`src/rtl/ifu_prefetch.sv`:
```
`default_nettype none
// ============================================================================
// Module   : ifu_prefetch
// Purpose  : Instruction prefetch queue with a decoupled memory request/response
//            interface, credit-limited sequential fetch and redirect flush.
// Revision : 1.0 - initial release
// ============================================================================
module ifu_prefetch #(
  parameter int              XLEN     = 32,
  parameter int              ILEN     = 32,
  parameter int              DEPTH    = 4,
  parameter logic [XLEN-1:0] RESET_PC = 32'h8000_0000,
  parameter int              PC_STEP  = 4
) (
  input  logic            clk,
  input  logic            rst,
  input  logic            redirect_valid,
  input  logic [XLEN-1:0] redirect_pc,
  output logic            mem_req_valid,
  input  logic            mem_req_ready,
  output logic [XLEN-1:0] mem_req_addr,
  input  logic            mem_rsp_valid,
  input  logic [ILEN-1:0] mem_rsp_data,
  input  logic            mem_rsp_err,
  output logic            out_valid,
  input  logic            out_ready,
  output logic [XLEN-1:0] out_pc,
  output logic [ILEN-1:0] out_inst,
  output logic            out_fault,
  output logic            busy
);

  localparam int AW = $clog2(DEPTH);
  localparam int CW = AW + 2;

  logic [XLEN-1:0] r_fetch_pc;
  logic [XLEN-1:0] r_req_addr;
  logic            r_req_pending;
  logic            r_req_stale;
  logic [AW:0]     r_alloc_ptr;
  logic [AW:0]     r_fill_ptr;
  logic [AW:0]     r_rd_ptr;
  logic [AW:0]     r_discard_cnt;

  logic [XLEN-1:0] r_q_pc   [DEPTH];
  logic [ILEN-1:0] r_q_inst [DEPTH];
  logic [DEPTH-1:0] r_q_fault;
  logic [DEPTH-1:0] r_q_filled;

  logic            w_accept;
  logic            w_accept_new;
  logic            w_accept_old;
  logic            w_pop;
  logic            w_rsp_drop;
  logic            w_rsp_fill;
  logic            w_credit;
  logic            w_raise;
  logic [AW:0]     w_live;
  logic [AW:0]     w_unfilled;
  logic [AW:0]     w_live_nx;
  logic [AW:0]     w_discard_nx;
  logic [XLEN-1:0] w_pc_src;
  logic [AW-1:0]   w_rd_idx;

  assign w_rd_idx     = r_rd_ptr[AW-1:0];
  assign w_accept     = r_req_pending && mem_req_ready;
  // A request accepted in the redirect cycle still belongs to the old stream.
  assign w_accept_old = w_accept && (r_req_stale || redirect_valid);
  assign w_accept_new = w_accept && !r_req_stale && !redirect_valid;
  assign w_pop        = out_valid && out_ready;
  assign w_rsp_drop   = mem_rsp_valid && (r_discard_cnt != '0);
  assign w_rsp_fill   = mem_rsp_valid && (r_discard_cnt == '0);
  assign w_live       = r_alloc_ptr - r_rd_ptr;
  assign w_unfilled   = r_alloc_ptr - r_fill_ptr;
  assign w_pc_src     = redirect_valid ? redirect_pc : r_fetch_pc;

  always_comb begin
    w_discard_nx = r_discard_cnt;
    w_live_nx    = w_live + (AW+1)'(w_accept_new) - (AW+1)'(w_pop);
    if (redirect_valid) begin
      // Every unfilled slot becomes a beat to throw away; a beat arriving now is
      // already one of them (or an earlier discard) and is consumed this cycle.
      w_discard_nx = r_discard_cnt + w_unfilled + (AW+1)'(w_accept_old)
                     - (AW+1)'(mem_rsp_valid);
      w_live_nx    = '0;
    end else begin
      w_discard_nx = r_discard_cnt + (AW+1)'(w_accept_old) - (AW+1)'(w_rsp_drop);
    end
  end

  // The new request takes one credit on top of everything still committed.
  assign w_credit = (CW'(w_live_nx) + CW'(w_discard_nx)) < CW'(DEPTH);
  assign w_raise  = (!r_req_pending || w_accept) && w_credit;

  always_ff @(posedge clk) begin
    if (rst) begin
      r_fetch_pc    <= RESET_PC;
      r_req_addr    <= RESET_PC;
      r_req_pending <= 1'b0;
      r_req_stale   <= 1'b0;
      r_discard_cnt <= '0;
    end else begin
      r_discard_cnt <= w_discard_nx;
      if (w_raise) begin
        r_req_pending <= 1'b1;
        r_req_addr    <= w_pc_src;
        r_fetch_pc    <= w_pc_src + XLEN'(PC_STEP);
        r_req_stale   <= 1'b0;
      end else begin
        if (w_accept) begin
          r_req_pending <= 1'b0;
          r_req_stale   <= 1'b0;
        end
        if (redirect_valid) begin
          r_fetch_pc <= redirect_pc;
          if (r_req_pending && !w_accept) r_req_stale <= 1'b1;
        end
      end
    end
  end

  always_ff @(posedge clk) begin
    if (rst || redirect_valid) begin
      r_alloc_ptr <= '0;
      r_fill_ptr  <= '0;
      r_rd_ptr    <= '0;
      r_q_filled  <= '0;
    end else begin
      if (w_accept_new) r_alloc_ptr <= r_alloc_ptr + 1'b1;
      if (w_rsp_fill) begin
        r_q_filled[r_fill_ptr[AW-1:0]] <= 1'b1;
        r_fill_ptr                     <= r_fill_ptr + 1'b1;
      end
      if (w_pop) begin
        r_q_filled[w_rd_idx] <= 1'b0;
        r_rd_ptr             <= r_rd_ptr + 1'b1;
      end
    end
  end

  // Payload storage carries no reset; validity lives in r_q_filled.
  always_ff @(posedge clk) begin
    if (w_accept_new) r_q_pc[r_alloc_ptr[AW-1:0]] <= r_req_addr;
    if (w_rsp_fill) begin
      r_q_inst[r_fill_ptr[AW-1:0]]  <= mem_rsp_data;
      r_q_fault[r_fill_ptr[AW-1:0]] <= mem_rsp_err;
    end
  end

  assign mem_req_valid = r_req_pending;
  assign mem_req_addr  = r_req_addr;
  assign out_valid     = r_q_filled[w_rd_idx];
  assign out_pc        = r_q_pc[w_rd_idx];
  assign out_inst      = r_q_inst[w_rd_idx];
  assign out_fault     = r_q_filled[w_rd_idx] & r_q_fault[w_rd_idx];
  assign busy          = r_req_pending || (r_discard_cnt != '0) || (w_unfilled != '0);

endmodule
`default_nettype wire

```
`config.mk`:
```
export PLATFORM = sky130hd
export DESIGN_NAME = ifu_prefetch
export DESIGN_NICKNAME = d
export VERILOG_FILES = /design/src/rtl/ifu_prefetch.sv
export SDC_FILE = /design/constraint.sdc
export NUM_CORES = 1
export LEC_CHECK = 0
export ABC_CLOCK_PERIOD_IN_PS = 6500
export BUFFER_PORTS_ARGS = -buffer_cell sky130_fd_sc_hd__buf_4
export CORE_ASPECT_RATIO = 1.5
export CORE_MARGIN = 2
export CORE_UTILIZATION = 55
export DETAILED_ROUTE_END_ITERATION = 7
export PLACE_DENSITY = 0.76
export SLEW_MARGIN = 10
export SYNTH_ARGS = -nofsm -noshare
export SYNTH_HDL_FRONTEND = slang
export SYNTH_SLANG_ARGS = --single-unit
```
`constraint.sdc`:
```
create_clock -name clk -period 6.5 [get_ports clk]
set_input_delay 0.65 -clock clk [delete_from_list [all_inputs] [get_ports clk]]
set_output_delay 0.65 -clock clk [all_outputs]
set_load 0.01 [all_outputs]
```
==> summary.txt <==
Status
  – Status: finished clean

Final layout
  – Nets@finish: 1,100
  – Post-Layout Cell Count: 1,353
  – Fin util: between 60 and 70%
  – Antenna diode count: 0
  – Synthesis-to-layout area growth: 18.6%
  – Layout cells sized above 1: roughly 31%

Clocking
  – Root buffer cell: clkbuf_16
  – Worst-path clk slew: ~60 ps
  – Clk Latency, worst-skew pair: approximately 560 ps
  – Clock Tree Buf Depth: 3
  – Cts bufs inserted: 31
  – H-tree levels: 1
  – Hold_buf cts: 0
  – Sink Count: 344
  – Post-CTS setup buffers: 0
  – # resized after CTS: 0
  – CTS tree: built

Yosys
  – Ys async rst share: 0%
  – Mapped Avg Cell Area: 16.7 sq um
  – Cells after Synth: between 800 and 900
  – Synthesis-stage register bit count: roughly 340
  – Post-synthesis cell area: approximately 14,000 sq um
  – EDFF count, synth: between 200 and 300
  – Post-synthesis sequential area ratio: 68.4%
  – Synthesis Warnings: 0
  – Post-Syn Nets: between 900 and 1k
  – Most common flop cell mapped by yosys: edfxtp_1
  – Synth cell types: between 50 and 60

Timing
  – RSZ-0062 raised after global routing: no
  – Setup WS post-layout: between 1500 and 2000 ps
  – Setup TNS: 0 ps
  – Clock skew: ~16 ps
  – Final Hold Fails: 0
  – Max Freq: approximately 200 MHz
  – Slew Limit Fails: 0
  – Final setup viols: 0
  – Final Critical Period: 4990 ps
  – Period utilisation layout: roughly three quarters
  – Worst slew pin tran: slightly below 1000 ps
  – Slew headroom: between 30% and 40%

Floorplan
  – I/O pin cnt: around 170
  – DIE AREA: approximately 27,000 sq um
  – Initial core utilization: 55.5%
  – Die Y: roughly 200 um
  – Rows: just over 70
  – Die X: 134 um
  – Core box area: between 20,000 and 25,000 sq um

Pwr
  – PwrDens: roughly 360 nW/um^2
  – Worst vdd ir: approximately 0.00025 V
  – LEAKAGE: around 5.8 nW
  – Final Total Pwr: between 0.005 and 0.006 W

Placement
  – Post-DP HPWL: about 18 mm
  – DP Cell Count: approximately 1.3k
  – I/O Buffers: 170
  – RePlAce Congestion: ~0.84
  – Worst slack, placed: 1530 ps

Global routing
  – Global-route usage over all layers: 21.0%
  – Global-route wire length before repair: 42.9 mm
  – Total gr overflow: 0
  – Initial antenna violation count: 0
  – Vias in the first global route: 7,940
  – Largest net degree at the start of global routing: between 70 and 80

Detailed routing
  – Via/cell ratio: 5.70
  – DR vias: 7,715
  – DRT Pass-1 Iters: 5
  – Detailed-route wire length per cell: approximately 20 um
  – DRC Markers: 0
  – DRT iter0 DRCs: approximately 440
  – Detailed Route WL: roughly 28 mm
  – Antenna-violating nets left: 0

Setup path
  – Crit path kind: flop to flop
  – Flop2flop setup slack: 1510 ps
  – Critical path arrival: 5490 ps
  – Critical path required time: 7000 ps
  – Worst setup EP type: flop
  – Crit start category: flop
  – CP max FO: 14

Job
  – Max_cap viols: 0

Min path
  – Hold WC Path Type: primary input to flop
[synth_stat cells (all sizes together), types with 2 or more instances]
cell type,instances,area share (%)
o21ai,5,0.18
and2,11,0.50
nand4,12,0.59
a2111oi,2,0.26
a31oi,2,0.090
inv,19,0.51
and3,6,0.27
nor4,5,0.23
xor2,8,0.51
nor3b,6,0.32
or2,2,0.090
mux2i,27,2.0
mux4,66,11
a211oi,32,1.8
dfxtp,84,12
edfxtp,260,56
nor3,17,0.69
a21oi,16,0.60
nand3,15,0.54
mux2,9,0.73
nor2,73,2.0
nand2,16,0.43
or3,2,0.13
a31o,4,0.25
o21a,2,0.11
fa,6,0.87
nand4b,5,0.42
nor2b,9,0.41
and4,4,0.25
xnor2,22,1.4
nand3b,2,0.11
nand2b,5,0.23
o22a,2,0.13
buf,19,0.87
clkbuf,24,0.65
ha,23,2.1
o31a,2,0.13
[state kept, by name (all words and copies together), names as in the netlist, 4 cells and up, named ones only]
name and flops:
r_q_inst 128, r_fetch_pc 32, r_q_pc 128, r_q_filled 4
mem_req_addr 32, r_q_fault 4
[per-stage QoR]
stage	hold slack [ps]	cell area [sq um]
5_1_grt	272	16400
6_report	291	16400
3_5_place_dp	485	15400
3_3_place_gp	484	15400
2_1_floorplan	468	13900
4_1_cts	262	16400
[cells by family (layout without fill, tap and decap cells)]
| group | count (synthesis) | after routing | share of synthesized area, % |
|---|---|---|---|
| XOR/XNOR | 30 | 30 | 1.90 |
| flip-flops | 344 | 344 | 68.4 |
| AND/OR/NAND/NOR | 192 | 192 | 7.35 |
| multiplexers | 102 | 102 | 13.4 |
| adder cells (fa/ha/maj) | 29 | 29 | 2.94 |
| AO/OA/AOI/OAI | 73 | 73 | 3.91 |
| buffers and inverters | 62 | 255 | 2.03 |
[final timing paths]
path	start	end	cells past startpoint
max	r_rd_ptr[0]	r_fetch_pc[30]	15
min	mem_rsp_data[21]	r_q_inst[2][21]	1
min reg2reg	r_q_filled[1]	r_q_filled[1]	2
max reg2reg	r_rd_ptr[0]	r_fetch_pc[30]	15
[power breakdown]
group | switching, W | leakage (nW) | internal [W] | total (W)
clock | 0.000763 | 0.500 | 0.00107 | 0.00184
combinational | 0.000729 | 2.21 | 0.000566 | 0.00129
sequential | 0.000176 | 3.06 | 0.00264 | 0.00281
total | 0.00167 | 5.77 | 0.00428 | 0.00594
[worst max-delay path: stages, from the launching register on]
cell and delay, ps:
dfxtp_1 470, mux4_2 570, and2_1 280, inv_1 130
fa_1 190, fa_1 420, ha_1 220, xnor2_1 190
xnor2_1 140, nor2_1 70, ha_1 360, nor3_2 270
and4_1 380, nand4_1 520, nor4_1 510, mux2i_1 220
[cell type report]
cell class                 instances  area [sq um]
tap                              328           410
timing repair buffer             178          1340
clock buffer                      43           851
fill                            1721          8520
sequential                       344          9500
clock inverter                    15           179
multi-input combinational        426          4100
inverter                          19          71.3
[routing by layer]
| metal | up-vias | track usage (%) | wire length [um] |
|---|---|---|---|
| li1 | 3558 | - | - |
| met2 | 247 | 36.7 | 14000 |
| met4 | 0 | 8.04 | 864 |
| met1 | 3857 | 26.9 | 11200 |
| met3 | 53 | 2.85 | 1490 |
| met5 | - | 0 | 0 |
[layout by cell type, fill, tap and decap left out, types with 3 or more instances in the layout]
master,Yosys,final
clkbuf_16,0,31
nand3_1,15,15
nand2_1,16,16
a21oi_1,15,15
a211oi_1,31,31
ha_1,23,23
nor2_1,73,73
clkbuf_8,0,3
xnor2_1,22,22
dfxtp_1,84,82
nor2b_1,9,9
bufinv_16,0,4
mux2_2,8,8
buf_4,5,178
edfxtp_1,260,260
nor3_2,2,3
inv_1,19,19
clkinv_2,0,3
nor4_1,5,5
nand4b_1,4,4
mux2i_1,26,26
clkinv_1,0,5
nor3b_1,6,6
and4_1,4,4
o21ai_0,5,5
nor3_1,15,14
nand2b_1,5,5
and2_1,10,10
a31o_2,4,4
xor2_1,8,8
and3_2,0,4
fa_1,6,6
nand4_1,11,11
mux4_2,66,66
clkbuf_1,24,9
Power figures use the tool's default switching activity.
